$ cat src/rtl/alu_cmd_driver.sv
// Initiator for an 8-bit combinational ALU: queues tagged operation requests,
// issues them one at a time, and returns captured results with flags.
module alu_cmd_driver #(
  parameter  int DEPTH = 4,
  parameter  int TAG_W = 4,
  localparam int CNT_W = $clog2(DEPTH + 1)
) (
  input  logic             clk,
  input  logic             reset_n,
  input  logic             req_valid,
  output logic             req_ready,
  input  logic [2:0]       req_op,
  input  logic [7:0]       req_a,
  input  logic [7:0]       req_b,
  input  logic [TAG_W-1:0] req_tag,
  output logic [7:0]       alu_a,
  output logic [7:0]       alu_b,
  output logic [2:0]       alu_sel,
  input  logic [7:0]       alu_out,
  input  logic             alu_carry,
  output logic             rsp_valid,
  input  logic             rsp_ready,
  output logic [7:0]       rsp_result,
  output logic             rsp_carry,
  output logic             rsp_zero,
  output logic [TAG_W-1:0] rsp_tag,
  output logic [CNT_W-1:0] fifo_count,
  output logic             busy
);

  localparam int               PTR_W    = $clog2(DEPTH);
  localparam logic [CNT_W-1:0] FULL_CNT = CNT_W'(DEPTH);

  typedef struct packed {
    logic [2:0]       op;
    logic [7:0]       a;
    logic [7:0]       b;
    logic [TAG_W-1:0] tag;
  } req_t;

  typedef enum logic [1:0] {IDLE, ISSUE, RESP} state_t;

  req_t             mem [DEPTH];
  req_t             head;
  logic [PTR_W-1:0] wr_ptr;
  logic [PTR_W-1:0] rd_ptr;
  logic             empty;
  logic             push;
  logic             pop;
  state_t           state;
  logic [TAG_W-1:0] cur_tag;

  assign empty     = (fifo_count == '0);
  assign req_ready = reset_n & (fifo_count < FULL_CNT);
  assign push      = req_valid & req_ready;
  // Pop only when the ALU path is free: idle, or the current response is being taken.
  assign pop       = !empty && ((state == IDLE) || (state == RESP && rsp_ready));
  assign head      = mem[rd_ptr];
  assign busy      = (state != IDLE) || !empty;

  // NOTE: storage array has no reset; occupancy is tracked by the pointers/count,
  // so stale contents are never observed and the array maps to plain RAM.
  always_ff @(posedge clk) begin
    if (push) mem[wr_ptr] <= '{op: req_op, a: req_a, b: req_b, tag: req_tag};
  end

  // NOTE: every sequential assignment is non-blocking so all registers update
  // from pre-edge values regardless of statement order.
  always_ff @(posedge clk or negedge reset_n) begin
    if (!reset_n) begin
      wr_ptr     <= '0;
      rd_ptr     <= '0;
      fifo_count <= '0;
    end else begin
      if (push) wr_ptr <= wr_ptr + PTR_W'(1);
      if (pop)  rd_ptr <= rd_ptr + PTR_W'(1);
      case ({push, pop})
        2'b10:   fifo_count <= fifo_count + CNT_W'(1);
        2'b01:   fifo_count <= fifo_count - CNT_W'(1);
        default: fifo_count <= fifo_count;
      endcase
    end
  end

  always_ff @(posedge clk or negedge reset_n) begin
    if (!reset_n) begin
      state      <= IDLE;
      alu_a      <= '0;
      alu_b      <= '0;
      alu_sel    <= '0;
      cur_tag    <= '0;
      rsp_valid  <= 1'b0;
      rsp_result <= '0;
      rsp_carry  <= 1'b0;
      rsp_zero   <= 1'b0;
      rsp_tag    <= '0;
    end else begin
      if (pop) begin
        alu_a   <= head.a;
        alu_b   <= head.b;
        alu_sel <= head.op;
        cur_tag <= head.tag;
      end
      case (state)
        IDLE: begin
          if (pop) state <= ISSUE;
        end
        ISSUE: begin
          rsp_result <= alu_out;
          rsp_carry  <= alu_carry & ((alu_sel == 3'b000) || (alu_sel == 3'b001));
          rsp_zero   <= (alu_out == 8'h00);
          rsp_tag    <= cur_tag;
          rsp_valid  <= 1'b1;
          state      <= RESP;
        end
        RESP: begin
          if (rsp_ready) begin
            rsp_valid <= 1'b0;
            state     <= pop ? ISSUE : IDLE;
          end
        end
        default: state <= IDLE;
      endcase
    end
  end

endmodule

$ cat config.mk
export PLATFORM = sky130hd
export DESIGN_NAME = alu_cmd_driver
export DESIGN_NICKNAME = d
export VERILOG_FILES = /design/src/rtl/alu_cmd_driver.sv
export SDC_FILE = /design/constraint.sdc
export NUM_CORES = 1
export LEC_CHECK = 0
export CAP_MARGIN = 10
export CORE_ASPECT_RATIO = 1.4
export CORE_UTILIZATION = 61
export CTS_BUF_LIST = sky130_fd_sc_hd__clkbuf_4 sky130_fd_sc_hd__clkbuf_8
export DETAILED_ROUTE_END_ITERATION = 16
export GPL_TIMING_DRIVEN = 0
export PLACE_DENSITY = 0.85
export SYNTH_ARGS = -nofsm -noshare
export SYNTH_HDL_FRONTEND = slang
export SYNTH_SLANG_ARGS = --single-unit
export TNS_END_PERCENT = 30
$ cat constraint.sdc
create_clock -name clk -period 6.2 [get_ports clk]
set_clock_uncertainty 0.15 [all_clocks]
set_input_delay 1.24 -clock clk [delete_from_list [all_inputs] [get_ports clk]]
set_output_delay 1.24 -clock clk [all_outputs]
set_load 0.005 [all_outputs]
==> summary.md, run 1 <==
| Metric | Value |
|---|---|
| Layout cells sized above 1 | `26.2%` |
| Post-synth top area cell | `edfxtp_1` |
| Initial antenna violation count | `0` |
| Total global routing overflow | `0` |
| Vias in the first global route | `2733` |
| CP max stage delay | `0.56 ns` |
| RSZ-0062 raised after global routing | `no` |
| CTS clock-pin slew for the worst setup and hold paths | `0.07 ns` |
| Final wirelength | `8810 µm` |
| Chip height | `113 µm` |
| Avg Cell Area, Syn | `21.1 µm²` |
| Final setup viols | `0` |
| Largest cells by area after synthesis | `edfxtp_1 (51%), dfrtp_1 (22%), mux4_2 (7.5%), mux2_4 (5.0%), mux2_2 (3.8%)` |
| Post-CTS Hold Fix Bufs | `0` |
| Detailed placer's ending HPWL | `5580 µm` |
| Critical path class | `in2out` |
| Ports | `75` |
| Crit. Startpoint | `reset_n` |
| Minimum clock period | `4.04 ns` |
| Drt first pass iters | `7` |
| Crit path buf inv count | `3` |
| Post-Synthesis Cells | `255` |
| Clock sink count | `139` |
| Root buffer cell | `clkbuf_8` |
| DR WL/cell | `18.8 µm` |
| Worst Hold Launch | `rsp_result[3]` |
| Worst EP arrival | `2.65 ns` |
| Syn nets | `297` |
| CP top delay family | `buffers and inverters` |
| Critical Path End Type | `output pin` |
| TritonCTS buffer count | `17` |
| Sequential area share after synthesis | `73.2%` |
| Pin count of the biggest net entering global routing | `41` |
| First-pass GRT wire length | `13800 µm` |
| Final nets | `392` |
| CP max FO | `40` |
| R2r startpoint | `state[1]` |
| Routability congestion estimate | `0.745` |
| Most frequent cells in the layout | `edfxtp_1 (92), clkdlybuf4s50_1 (73), dfrtp_1 (47)` |
| Worst min path class | `reg2reg` |
| Final ANT Viol Nets | `0` |
| TNS Setup | `0 ns` |
| Gr usage total | `21.8%` |
| DR vias | `2636` |
| Skew-Pair Late Insertion Delay | `0.44 ns` |
| Max Slew Vio Count | `0` |
| Crit path required time | `4.81 ns` |
| Dpl cells | `435` |
| Clock buffer depth | `2` |
| Via/cell ratio | `5.63` |
| Fmax | `247 MHz` |
| VDD IR max | `254 µV` |
| Power per Cell Area | `474 mW/mm²` |
| Synth unique cells | `30` |
| DIE WIDTH | `81.4 µm` |
| Synth Register Bits | `139` |
| H-Tree Depth | `4` |
| Post-Syn Area | `0.00538 mm²` |
| Startpoint Class | `primary input` |
| Max_cap viols | `0` |
| Most common cell after layout, fill and taps aside | `edfxtp_1` |
| Setup Buffers After CTS | `0` |
| Synth warnings | `0` |
| Post-route DRC | `0` |
| Relative slew slack | `19.1%` |
| CTS resizes | `0` |
| Crit-path cells | `buf_2, buf_12, nor2b_1, clkdlybuf4s50_1` |
| Die area | `0.00921 mm²` |
| Slew @ Worst Pin | `1.21 ns` |
| CORE AREA | `0.00856 mm²` |
| Area grow syn2layout | `24.2%` |
| Top cell type's share of synthesized area | `51.3%` |
| Leakage | `0.00250 µW` |
| Row count | `40` |
| ANT cells | `0` |
| Worst path slowest cell | `clkdlybuf4s50_1` |
| Initial Utilization | `62.9%` |
| Hold Vio Cnt, Final | `0` |
| 1st-iter DRT viols | `94` |
| Outcome | `finished clean` |
| IO Port Bufs | `74` |
| CTS tree | `yes` |
| Fin cells | `468` |
| Final worst path period share | `65.2%` |
synth_stat cells:
cell type  instances
buf_6              3
xor2_1             4
xnor2_1            2
buf_2              4
nor3_1             2
nor2b_1            2
nand2_1            4
inv_1              7
mux2_4            18
and2_1             1
nor4b_1            1
mux2_2            18
and3_1             4
a22o_1             1
nor2_1             2
mux2i_1            1
nor4_1             2
a21oi_1            2
mux4_1             5
mux4_2            18
nor3_4             1
ha_1               5
nand2b_1           2
nor3_2             1
clkbuf_1           1
o21ai_0            2
dfrtp_1           47
fa_1               1
edfxtp_1          92
buf_12             2
sequential cells by signal, indices dropped and copies added, names as in the netlist:
name,cells
mem,92
alu_a,8
alu_b,8
rsp_result,8
cur_tag,4
rsp_tag,4
alu_sel,3
fifo_count,3
rd_ptr,2
state,2
wr_ptr,2
rsp_carry,1
rsp_valid,1
rsp_zero,1
final cells by class:
cell class	instances	area, µm²
clock buffers	20	256
plain buffers	10	97.6
repair buffers	76	783
fillers	465	1880
inverters	7	26.3
flip-flops and latches	139	3940
multi-input cells	99	1320
well taps	105	131
clock inverters	12	129
kinds of logic (layout without fill, tap and decap cells):
logic type	after synthesis	in the layout	synth area share [%]
adder cells (fa/ha/maj)	6	6	1.53
XOR/XNOR	6	6	0.976
AO/OA/AOI/OAI	5	5	0.535
buffers and inverters	17	125	2.30
AND/OR/NAND/NOR	22	22	2.53
multiplexers	60	60	18.9
flip-flops	139	139	73.2
routing by layer:
metal | global-route usage [%] | up-vias | share of wire (%)
li1 | - | 1186 | -
met5 | 0 | - | 0
met2 | 35.4 | 88 | 53
met1 | 26.3 | 1346 | 40
met3 | 6.85 | 16 | 5.1
met4 | 10.1 | 0 | 2.1
power breakdown:
group	switching, µW	total (µW)	internal, µW
logic	414	1130	721
registers	116	1320	1210
clock network	308	708	401
total	838	3170	2330
per-stage QoR:
stage                     setup WS (ns)  utilization, %  cell area (µm²)  total power (µW)  hold WS, ns
after floorplan                    3.20               -             5380              2050        0.323
after global placement            0.534            73.1             6250              2440        0.315
after detailed placement           2.14            73.3             6270              2490        0.342
after CTS                          2.14            77.8             6660              3190        0.357
after global routing               2.05            78.1             6680              3330        0.376
final                              2.16            78.1             6680              3170        0.357
final timing paths:
path / to / slack (ns) / depth (start not counted)
min reg2reg: rsp_result[3] / 0.36 / 1
max reg2reg: fifo_count[2] / 3.74 / 9
min: rsp_result[3] / 0.36 / 1
max in group asynchronous: alu_b[4] / 4.89 / 2
max: req_ready / 2.16 / 4
min in group asynchronous: alu_b[0] / 0.51 / 1
No activity file was read; power rests on OpenSTA's default activity.
==> inputs of run 2 (changes only) <==
--- a/config.mk
+++ b/config.mk
@@ -7,11 +7,11 @@
 export LEC_CHECK = 0
 export CAP_MARGIN = 10
 export CORE_ASPECT_RATIO = 1.4
-export CORE_UTILIZATION = 61
+export CORE_UTILIZATION = 51
 export CTS_BUF_LIST = sky130_fd_sc_hd__clkbuf_4 sky130_fd_sc_hd__clkbuf_8
 export DETAILED_ROUTE_END_ITERATION = 16
 export GPL_TIMING_DRIVEN = 0
-export PLACE_DENSITY = 0.85
+export PLACE_DENSITY = 0.75
 export SYNTH_ARGS = -nofsm -noshare
 export SYNTH_HDL_FRONTEND = slang
 export SYNTH_SLANG_ARGS = --single-unit
==> constraint.sdc (replaced) <==
create_clock -name clk -period 3.7 [get_ports clk]
set_clock_uncertainty 0.15 [all_clocks]
set_input_delay 0.74 -clock clk [delete_from_list [all_inputs] [get_ports clk]]
set_output_delay 0.74 -clock clk [all_outputs]
set_load 0.005 [all_outputs]
==> run 2 against run 1 <==
Against the previous run: count of clock-buffer cells in the layout up 3; non-clock buffer count up 1; cell count up 7.3%; first-iteration DRC count up 69%; power up 64%; combinational power up 67%; routed wire length down 0.85%; critical endpoint unchanged; worst setup slack worse by 1.6 ns; sequential cell count unchanged.
==> summary.md, run 2 (synthesized netlist as in run 1, its figures left out) <==
| Metric | Value |
|---|---|
| Clock buffer depth | `2 (unchanged)` |
| Outcome | `finished clean` |
| Max_cap viols | `0 (unchanged)` |
| Worst EP arrival | `2.24 ns (-0.41 ns)` |
| Largest register by flop count | `mem` |
| Relative slew slack | `18.0% (-1.1 points)` |
| Total global routing overflow | `0 (unchanged)` |
| Layout cells sized above 1 | `27.7% (+1.6 points)` |
| Post-route DRC | `0 (unchanged)` |
| Final setup viols | `0 (unchanged)` |
| Dpl cells | `468 (+7.6%)` |
| TritonCTS buffer count | `17 (unchanged)` |
| Max Slew Vio Count | `0 (unchanged)` |
| Final hold slack | `0.0830 ns (-0.274 ns)` |
| Area grow syn2layout | `24.6%` |
| Row count | `44 (+10%)` |
| Initial Utilization | `52.3% (-11 points)` |
| Initial antenna violation count | `0 (unchanged)` |
| CTS resizes | `0 (unchanged)` |
| Routability congestion estimate | `0.675 (-9.4%)` |
| Drt first pass iters | `4 (-3)` |
| Startpoint Class | `primary input` |
| Hold Vio Cnt, Final | `0 (unchanged)` |
| Fmax | `319 MHz` |
| Root buffer cell | `clkbuf_8` |
| Final nets | `393 (+0.26%)` |
| Ports | `75 (unchanged)` |
| RSZ-0062 raised after global routing | `no` |
| Leakage | `0.00250 µW (-0.12%)` |
| Setup Buffers After CTS | `0 (unchanged)` |
| Worst min path class | `in2async` |
| Most common cell after layout, fill and taps aside | `edfxtp_1` |
| DIE WIDTH | `88.8 µm (+9.1%)` |
| Place WS | `0.299 ns (-1.84 ns)` |
| ANT cells | `0 (unchanged)` |
| Fin cells | `502 (+7.3%)` |
| Final ANT Viol Nets | `0 (unchanged)` |
| Post-CTS Hold Fix Bufs | `0 (unchanged)` |
| CORE AREA | `0.0103 mm² (+20%)` |
| Clock sink count | `139 (unchanged)` |
| Max reg flops | `92 (unchanged)` |
| Via/cell ratio | `5.14 (-8.8%)` |
| Minimum clock period | `3.13 ns` |
| Final wirelength | `8730 µm (-0.85%)` |
| CP max FO | `33 (-18%)` |
| 1st-iter DRT viols | `159 (+69%)` |
| Critical path class | `in2out` |
| DR vias | `2578 (-2.2%)` |
| Chip height | `124 µm (+9.2%)` |
| Vias in the first global route | `2640 (-3.4%)` |
| TNS Setup | `0 ns (unchanged)` |
| Power per Cell Area | `773 mW/mm² (+63%)` |
| Final worst slack | `0.569 ns (-1.59 ns)` |
| Layout Utilization | `65.2% (-13 points)` |
| DR WL/cell | `17.4 µm (-7.6%)` |
| Skew-Pair Late Insertion Delay | `0.43 ns (about the same)` |
| First-pass GRT wire length | `13700 µm (-0.65%)` |
| Die area | `0.0110 mm² (+19%)` |
| Fillcell total | `730 (+57%)` |
| Final worst path period share | `84.6%` |
| Detailed placer's ending HPWL | `5510 µm (-1.3%)` |
| Crit path required time | `2.81 ns (-2.00 ns)` |
| CTS tree | `yes` |
| Pin count of the biggest net entering global routing | `34 (-17%)` |
| H-Tree Depth | `4 (unchanged)` |
| Slew @ Worst Pin | `1.23 ns (+0.0171 ns)` |
| VDD IR max | `342 µV (+34%)` |
| Critical Path End Type | `output pin` |
| Gr usage total | `18.0% (-3.8 points)` |
| IO Port Bufs | `74 (unchanged)` |
| Most frequent cells in the layout | `edfxtp_1 (92), clkdlybuf4s50_1 (73), dfrtp_1 (47)` |
| CTS clock-pin slew for the worst setup and hold paths | `0.08 ns (about the same)` |
==> run 2: cell count changes in the layout (fill, tap and decap cells not counted) <==
| cell | before | now |
|---|---|---|
| clkinv_1 | 5 | 0 |
| clkbuf_4 | 3 | 6 |
| bufinv_16 | 3 | 1 |
| clkinv_2 | 4 | 6 |
| clkinvlp_4 | 0 | 1 |
| buf_8 | 0 | 1 |
| clkinv_4 | 0 | 1 |
==> run 2: critical path, cell delays in order <==
cell             delay [ns]
buf_2                  0.35
buf_12                 0.26
nor2b_1                0.31
clkdlybuf4s50_1        0.56
==> run 2: power breakdown <==
group / switching [µW] / internal, µW
combinational: 682 / 1210
sequential: 190 / 2020
clock: 516 / 568
total: 1390 / 3800
==> run 2: through the flow <==
stage | total power [µW] | area, µm²
finish | 5180 | 6710
global route | 5490 | 6710
CTS | 5260 | 6670
detailed placement | 4160 | 6310
global placement | 4100 | 6300
floorplan | 3430 | 5380
==> run 2: routing by layer <==
layer	up-vias	global-route usage (%)	wire [µm]
li1	1196	-	-
met1	1309	21.3	3500
met2	63	29.8	4650
met3	10	6.61	437
met4	0	6.96	140
met5	-	0	0
==> run 2: worst paths after layout <==
path                           from  depth (start not counted)  slack (ns)       endpoint
min                         reset_n                          1        0.08       alu_a[6]
max in group asynchronous   reset_n                          2        2.79       alu_b[7]
min in group clk           rsp_zero                          2        0.35       rsp_zero
min reg2reg                rsp_zero                          2        0.35       rsp_zero
max                         reset_n                          4        0.57      req_ready
max reg2reg                state[1]                          9        1.22  fifo_count[2]
==> run 2: layout make-up <==
cell class	count	area, µm²	share of cell area [%]
Multi-Input combinational cell	99	1320	19.7
Inverter	7	26.3	0.392
Sequential cell	139	3940	58.7
Tap cell	138	173	2.57
Buffer	10	97.6	1.45
Timing Repair Buffer	77	798	11.9
Clock buffer	23	279	4.16
Clock inverter	9	76.3	1.14
